File: src/rtl/mic_sample_framer.sv
// mic_sample_framer
//
// Multi-channel microphone capture stage. Raw unsigned ADC words arrive on a
// one-cycle sample strobe; 2^AVG_LOG2 samples per channel are summed and
// averaged. Each average is re-centred around midscale to a signed value,
// widened to OUT_W (left-justified or sign-extended), and the resulting vector
// is queued in a show-ahead FIFO and streamed out with valid/ready. Each
// queued vector carries a frame-boundary flag every FRAME_LEN accepted vectors.
//
// Ports:
//   sampling_clk  sole clock, rising edge
//   rst           synchronous reset, active-high
//   capture_en    gates accumulation; low for a cycle discards a partial average
//   sample_tick   one-cycle strobe qualifying adc_data
//   adc_data      NUM_CH raw unsigned samples, channel 0 in the LSBs
//   out_valid     FIFO head vector available
//   out_ready     downstream accepts the head vector
//   out_data      NUM_CH signed samples, channel 0 in the LSBs
//   out_last      head vector is the last of a frame
//   fifo_level    vectors currently stored
//   overflow      sticky: a completed vector was dropped on a full FIFO

module mic_sample_framer #(
  parameter int NUM_CH     = 2,
  parameter int ADC_W      = 12,
  parameter int OUT_W      = 16,
  parameter int AVG_LOG2   = 2,
  parameter int JUSTIFY    = 1,
  parameter int FIFO_DEPTH = 4,
  parameter int FRAME_LEN  = 8
) (
  input  logic                              sampling_clk,
  input  logic                              rst,
  input  logic                              capture_en,
  input  logic                              sample_tick,
  input  logic [NUM_CH*ADC_W-1:0]           adc_data,
  output logic                              out_valid,
  input  logic                              out_ready,
  output logic [NUM_CH*OUT_W-1:0]           out_data,
  output logic                              out_last,
  output logic [$clog2(FIFO_DEPTH+1)-1:0]   fifo_level,
  output logic                              overflow
);

  localparam int ACC_W = ADC_W + AVG_LOG2;
  localparam int CNT_W = (AVG_LOG2 > 0) ? AVG_LOG2 : 1;
  localparam int PTR_W = $clog2(FIFO_DEPTH);
  localparam int LVL_W = $clog2(FIFO_DEPTH + 1);
  localparam int FR_W  = (FRAME_LEN > 1) ? $clog2(FRAME_LEN) : 1;
  localparam int VEC_W = NUM_CH * OUT_W;

  localparam logic [CNT_W-1:0] CNT_LAST   = CNT_W'((1 << AVG_LOG2) - 1);
  localparam logic [FR_W-1:0]  FRAME_LAST = FR_W'(FRAME_LEN - 1);
  localparam logic [LVL_W-1:0] LVL_FULL   = LVL_W'(FIFO_DEPTH);

  // ---------------------------------------------------------------------------
  // Averaging control
  // ---------------------------------------------------------------------------
  logic             accept;
  logic             complete;
  logic [CNT_W-1:0] avg_cnt_reg;
  logic [CNT_W-1:0] avg_cnt_next;

  assign accept   = capture_en & sample_tick;
  // With AVG_LOG2 = 0 the counter is pinned at 0 and every tick completes.
  assign complete = accept && (avg_cnt_reg == CNT_LAST);

  always_comb begin
    avg_cnt_next = avg_cnt_reg;
    if (!capture_en || complete) begin
      avg_cnt_next = '0;
    end else if (accept) begin
      avg_cnt_next = avg_cnt_reg + 1'b1;
    end
  end

  always_ff @(posedge sampling_clk) begin
    if (rst) begin
      avg_cnt_reg <= '0;
    end else begin
      avg_cnt_reg <= avg_cnt_next;
    end
  end

  // ---------------------------------------------------------------------------
  // Per-channel accumulate, average, centre and widen
  // ---------------------------------------------------------------------------
  logic [VEC_W-1:0] push_vec;

  genvar gi;
  generate
    for (gi = 0; gi < NUM_CH; gi++) begin : g_ch
      logic [ADC_W-1:0] sample;
      logic [ACC_W-1:0] acc_reg;
      logic [ACC_W-1:0] acc_next;
      logic [ACC_W-1:0] sum;
      logic [ADC_W-1:0] avg;
      logic [ADC_W-1:0] centred;

      assign sample = adc_data[gi*ADC_W +: ADC_W];
      // Accumulator is sized for 2^AVG_LOG2 full-scale samples, so no carry-out.
      assign sum    = acc_reg + ACC_W'(sample);
      // Upper ADC_W bits of the sum are the truncated average.
      assign avg    = sum[ACC_W-1 -: ADC_W];
      // Subtracting midscale in ADC_W-bit two's complement is an MSB flip.
      assign centred = {~avg[ADC_W-1], avg[ADC_W-2:0]};

      always_comb begin
        acc_next = acc_reg;
        if (!capture_en || complete) begin
          acc_next = '0;
        end else if (accept) begin
          acc_next = sum;
        end
      end

      always_ff @(posedge sampling_clk) begin
        if (rst) begin
          acc_reg <= '0;
        end else begin
          acc_reg <= acc_next;
        end
      end

      if (OUT_W == ADC_W) begin : g_same
        assign push_vec[gi*OUT_W +: OUT_W] = centred;
      end else if (JUSTIFY != 0) begin : g_left
        assign push_vec[gi*OUT_W +: OUT_W] = {centred, {(OUT_W-ADC_W){1'b0}}};
      end else begin : g_sext
        assign push_vec[gi*OUT_W +: OUT_W] = {{(OUT_W-ADC_W){centred[ADC_W-1]}}, centred};
      end
    end
  endgenerate

  // ---------------------------------------------------------------------------
  // Output FIFO with registered show-ahead head
  // ---------------------------------------------------------------------------
  logic [VEC_W:0]     mem [FIFO_DEPTH];
  logic [PTR_W-1:0]   wr_ptr_reg, wr_ptr_next;
  logic [PTR_W-1:0]   rd_ptr_reg, rd_ptr_next;
  logic [LVL_W-1:0]   level_reg, level_next;
  logic [FR_W-1:0]    frame_cnt_reg, frame_cnt_next;
  logic [VEC_W:0]     head_reg, head_next;
  logic               overflow_reg, overflow_next;
  logic               pop;
  logic               full;
  logic               push_ok;
  logic [VEC_W:0]     push_word;

  assign pop       = (level_reg != '0) && out_ready;
  assign full      = (level_reg == LVL_FULL);
  // A full FIFO still accepts a push when the head leaves in the same cycle.
  assign push_ok   = complete && (!full || pop);
  assign push_word = {(frame_cnt_reg == FRAME_LAST), push_vec};

  always_comb begin
    level_next     = level_reg;
    wr_ptr_next    = wr_ptr_reg;
    rd_ptr_next    = rd_ptr_reg;
    frame_cnt_next = frame_cnt_reg;
    overflow_next  = overflow_reg;
    head_next      = head_reg;

    if (push_ok && !pop) begin
      level_next = level_reg + 1'b1;
    end else if (!push_ok && pop) begin
      level_next = level_reg - 1'b1;
    end

    if (push_ok) begin
      wr_ptr_next    = wr_ptr_reg + 1'b1;
      frame_cnt_next = (frame_cnt_reg == FRAME_LAST) ? '0 : frame_cnt_reg + 1'b1;
    end

    if (pop) begin
      rd_ptr_next = rd_ptr_reg + 1'b1;
    end

    if (complete && full && !pop) begin
      overflow_next = 1'b1;
    end

    // Load the next head so out_data is valid the cycle out_valid rises. If
    // the new read pointer lands on the slot being written right now, the
    // head is the incoming vector rather than the (stale) array contents.
    // An empty FIFO keeps the previous head on the outputs.
    if (level_next != '0) begin
      if (push_ok && (rd_ptr_next == wr_ptr_reg)) begin
        head_next = push_word;
      end else begin
        head_next = mem[rd_ptr_next];
      end
    end
  end

  always_ff @(posedge sampling_clk) begin
    if (rst) begin
      wr_ptr_reg    <= '0;
      rd_ptr_reg    <= '0;
      level_reg     <= '0;
      frame_cnt_reg <= '0;
      overflow_reg  <= 1'b0;
      head_reg      <= '0;
    end else begin
      wr_ptr_reg    <= wr_ptr_next;
      rd_ptr_reg    <= rd_ptr_next;
      level_reg     <= level_next;
      frame_cnt_reg <= frame_cnt_next;
      overflow_reg  <= overflow_next;
      head_reg      <= head_next;
    end
  end

  // Storage array carries no reset; pointers define which slots are live.
  always_ff @(posedge sampling_clk) begin
    if (!rst && push_ok) begin
      mem[wr_ptr_reg] <= push_word;
    end
  end

  assign out_valid  = (level_reg != '0);
  assign out_data   = head_reg[VEC_W-1:0];
  assign out_last   = head_reg[VEC_W];
  assign fifo_level = level_reg;
  assign overflow   = overflow_reg;

endmodule

File: config.mk
export PLATFORM = sky130hd
export DESIGN_NAME = mic_sample_framer
export DESIGN_NICKNAME = d
export VERILOG_FILES = /design/src/rtl/mic_sample_framer.sv
export SDC_FILE = /design/constraint.sdc
export NUM_CORES = 1
export LEC_CHECK = 0
export CORE_MARGIN = 2
export CORE_UTILIZATION = 55
export DETAILED_ROUTE_END_ITERATION = 10
export PLACE_DENSITY = 0.76
export SLEW_MARGIN = 20
export SYNTH_ARGS = -nofsm -noshare
export SYNTH_HDL_FRONTEND = slang
export SYNTH_SLANG_ARGS = --single-unit
File: constraint.sdc
create_clock -name sampling_clk -period 3.15 [get_ports sampling_clk]
set_input_delay 0.63 -clock sampling_clk [delete_from_list [all_inputs] [get_ports sampling_clk]]
set_output_delay 0.63 -clock sampling_clk [all_outputs]
set_load 0.02 [all_outputs]
* Yosys cells after proc, flatten, opt, wreduce, memory -nomap -nowiden
Memories as Yosys holds them, arrays and structs flattened. A register that Yosys moved wholly into a read port is not among the register bits.
Index checks and enable logic that the tools add are counted.
** Cells by class
- Add/subtract/negate cells :: 8
- Equality and inequality tests :: 4
- Multiplexer cells :: 7
- Bitwise gates (word level) :: 3
- Reduce and logical (&&, ||, !) cells :: 19
** Operators with widths (number)
- two-way mux 33 bit :: 1
- adder 14 x 12 -> 14 bit :: 2
- logical AND 1 bit :: 9
- two-way mux 3 bit :: 3
- adder 2 x 1 -> 2 bit (second input constant) :: 3
- adder 3 x 1 -> 3 bit (second input constant) :: 2
- == test 3 bit (second input constant) :: 2
- nonzero test 3 bit :: 2
- logical NOT 1 bit :: 5
- subtractor 3 x 1 -> 3 bit (second input constant) :: 1
- == test 2 bit :: 1
- == test 2 bit (second input constant) :: 1
- logical OR 1 bit :: 2
- two-way mux 1 bit :: 2
- two-way mux 2 bit :: 1
- inverter 1 bit :: 2
- OR reduction 2 bit :: 1
- bitwise AND 1 bit :: 1
** Word-level totals
- Flip-flop bits (word level) :: 74
- Bits in writable memories :: 100
- Input port bits :: 29
- Output and inout bits :: 38
- Word-level logic and storage cells :: 51
- Memories kept :: 1
** Memories
- mem :: words 4, bits a word 25, rd ports 1, clocked after memory_dff 1, write ports 1, line 138 : logic [VEC_W:0] mem [FIFO_DEPTH];

* Logic depth before layout (Yosys ltp)
- Depth in word-level cells :: 9
- Mapped depth :: 11
- Gate-level depth less buffers :: 9

* Worst setup path before layout
No wires, ideal clock.
- Path kind :: input to register
- From :: input adc_data[12]
- To :: register head_reg[28], read port of mem
- Setup time :: 86 ps
- Arrival time :: 2497 ps
- Path slack :: 567 ps
- Stages :: 9
- Path buffers :: 0
- Cells stage by stage :: ha_1 -> inv_1 -> fa_1 -> nand2b_1 -> a21oi_1 -> o21a_1 -> o311ai_0 -> mux2i_1 -> a211oi_1
** RTL lines
- from (decl) :: line 36 : input logic [NUM_CH*ADC_W-1:0] adc_data,
- to (decl) :: line 143 : logic [VEC_W:0] head_reg, head_next;

* Worst setup path after layout
- From :: register level_reg[0], in the netlist fifo_level[0]
- To :: output out_valid
** On the way
- Longest elaborated chain between the ends :: 1
** RTL lines
- from (decl) :: line 141 : logic [LVL_W-1:0] level_reg, level_next;
- from (signal assigned) :: line 207 : level_reg <= level_next;
- nonzero test 3 bit :: line 221 : assign out_valid = (level_reg != '0);
- to (decl) :: line 37 : output logic out_valid,
Every way passes these cells.

==> results.md <==
- Site Rows: 44
- Cts repair resizes: 0
- Synth area leader: edfxtp_1
- Die H: 126.8 µm
- Filler instances: 1048
- Type of origin of the critical path: register
- Setup violations, final: 0
- Pre-CTS WS: -0.07689 ns
- Req. time, crit path: 2.52 ns
- Final cycle utilization of the critical path: 91.93%
- Die Footprint: 16080 µm²
- Final WS setup: 0.2543 ns
- Initial antenna violation count: 0
- CP Cell Sequence: inv_1 -> ha_1 -> nor2b_4 -> inv_2 -> clkdlybuf4s50_1
- Post-synth top area share: 36.21%
- Via count: 6116
- Worst Skew: 0.007971 ns
- Synthesized flop and latch total: 166
- Hold-fix buffers, CTS: 0
- Critical path class: reg2out
- Max-Cap Viols: 0
- Share of cells above drive strength 1: 12.88%
- Gpl congestion: 0.8734
- Ys async rst share: 0%
- Vias in the first global route: 6029
- Slowest stage delay, CP: 0.62 ns
- Vias per cell: 6.026
- Tightest Hold Check Type: reg2reg
- CTS sink cnt: 166
- CTS Buf Count: 17
- Ys Warns: 0
- DR iter-0 viols: 529
- Total power per unit cell area: 708.8 nW/µm²
- R2R Setup Slk: 0.44 ns
- Pins Over Slew Limit: 0
- Status: complete, no violations
- Fin crit period: 2.896 ns
- Clk Latency, worst-skew pair: 0.42 ns
- Synthesis-to-finish area growth: 19.95%
- First-pass GRT wire length: 30260 µm
- Synthesized netlist cell count: 730
- Min-delay src: g_ch[0].acc_reg[3]$_SDFFE_PP0P_
- Initial Utilization: 56.63%
- Critical path's slowest cell: clkdlybuf4s50_1
- Largest register FFs: 100
- Synth area leaders: edfxtp_1 (36%), dfxtp_1 (16%), ha_1 (5.1%), nand2_1 (4.0%), a21oi_1 (3.3%)
- Post-synth EDFFs: 100
- Largest delay share family, worst path: buffers and inverters
- Hold Vio Cnt, Final: 0
- H-tree depth: 4
- WL/cell: 18.49 µm
- WP data arrival: 2.27 ns
- RSZ-0062 raised after global routing: no
- RR Endpoint: head_reg[13]$_SDFFE_PP0P_
- Min-Delay Path Depth: 2
- Reg2Reg Depth: 10
- Drt pass-1 iters: 5
- Post-route ant nets: 0
- Slew headroom: 54.92%
- Commonest cells post-synth: edfxtp_1 (100), nand2_1 (88), dfxtp_1 (66), nor2_1 (62), a21oi_1 (54)
- Largest fanout on the critical path: 6
- CTS max path bufs: 2
- Most numerous cell in the Yosys netlist: edfxtp_1
- NumNets Final: 883
- Tot GR Track Use: 24.23%
- Multi-input gate area: 3640 µm²
- Worst VDD drop: 0.4849 mV
- Gr ovfl total: 0
- Drt total wl: 18770 µm
- Hpwl dp: 12790 µm
- # diodes: 0
- IO Port Bufs: 58
- WHS Endpoint: g_ch[0].acc_reg[3]$_SDFFE_PP0P_
- Residual DRC: 0
- Post-synth cell types: 71
- Top_reg_cell synth: edfxtp_1
- Die Width: 126.8 µm
- Crit end category: primary output
- Sequential area share after synthesis: 52.14%
- Fmax: 345.3 MHz
- Post-Syn Area: 8293 µm²
- Total Power: 7.050 mW
- Number of buffers and inverters on the critical path: 3
- Post-Syn Area per Cell: 11.36 µm²
- Leakage: 3.656 nW
- Root Buffer: clkbuf_16
- Num ports: 67
- Largest net degree at the start of global routing: 51
- FF-to-FF Start: fifo_level[0]$_SDFF_PP0_
- Post-CTS Setup Bufs: 0
- Storage element area: 4324 µm²
- Slew @ Worst Pin: 0.6713 ns
- CTS tree: done
- Core area: 14640 µm²
- Register clock-pin slew on the reported worst setup and hold paths: 0.06 ns
==> layout by cell type (no fill, tap or decap), types with 12 or more instances in the layout <==
cell type	n
edfxtp_1	100
nand2_1	88
dfxtp_1	66
nor2_1	62
clkdlybuf4s50_1	58
a21oi_1	54
buf_4	40
ha_1	34
mux2i_1	27
a211oi_1	22
inv_1	20
clkbuf_16	17
nor3_1	14
xnor2_1	14
nand3_1	13
a221o_1	12
==> per-stage QoR <==
step	util (%)	hold WS [ns]	instances	instance area (µm²)	setup TNS, ns
finish	67.93	0.4595	1015	9947	0
global placement	63.60	0.4462	983	9314	-0.002109
floorplan	-	0.4400	737	8319	0
detailed placement	63.60	0.4512	983	9314	-0.1284
CTS	67.93	0.4604	1015	9947	0
global route	67.93	0.4890	1015	9947	0
==> power by group <==
part           internal [mW]  switching, mW
clock                   1.38          0.825
combinational           1.02           1.24
sequential              2.47          0.117
==> final cells by class <==
class | instances | share of cell area, %
well taps | 184 | 2.314
multi-input cells | 506 | 36.59
clock inverters | 11 | 1.736
flip-flops and latches | 166 | 43.47
clock buffers | 21 | 4.629
inverters | 21 | 0.7925
repair buffers | 106 | 10.47
==> how the worst max path moves through the flow <==
stage | from | to | depth (start not counted)
final | fifo_level[0]$_SDFF_PP0_ | out_valid | 5
after global routing | adc_data[12] | head_reg[28]$_SDFFE_PP0P_ | 12
after CTS | fifo_level[0]$_SDFF_PP0_ | out_valid | 5
after detailed placement | adc_data[0] | head_reg[14]$_SDFFE_PP0P_ | 11
after global placement | adc_data[12] | head_reg[28]$_SDFFE_PP0P_ | 12
after floorplan | adc_data[12] | head_reg[28]$_SDFFE_PP0P_ | 9
==> worst min-delay path, stage by stage, from the launching register on <==
cell     delay (ns)
dfxtp_1        0.31
nand2_1        0.05
a21oi_1        0.05
==> per-layer routing <==
layer  GRT usage, %  share of wire [%]  vias to the layer above
met2          40.38                 48                      190
met1          32.00                 45                     2991
met4          9.438                1.8                        0
li1               -                  -                     2909
met5              0                  0                        -
met3          4.091                5.3                       26
==> cell families (layout without fill, tap and decap cells) <==
| logic type | Yosys count | count (layout) | synth area share (%) |
|---|---|---|---|
| simple gates | 233 | 233 | 13.19 |
| compound gates | 167 | 167 | 14.86 |
| flops | 166 | 166 | 52.14 |
| buf+inv | 65 | 159 | 4.300 |
| mux | 45 | 45 | 8.057 |
| fa+ha+maj | 36 | 36 | 5.613 |
| xor+xnor | 17 | 17 | 1.796 |
| other cells | 1 | 8 | 0.04522 |
(Power assumes the default switching activity.)
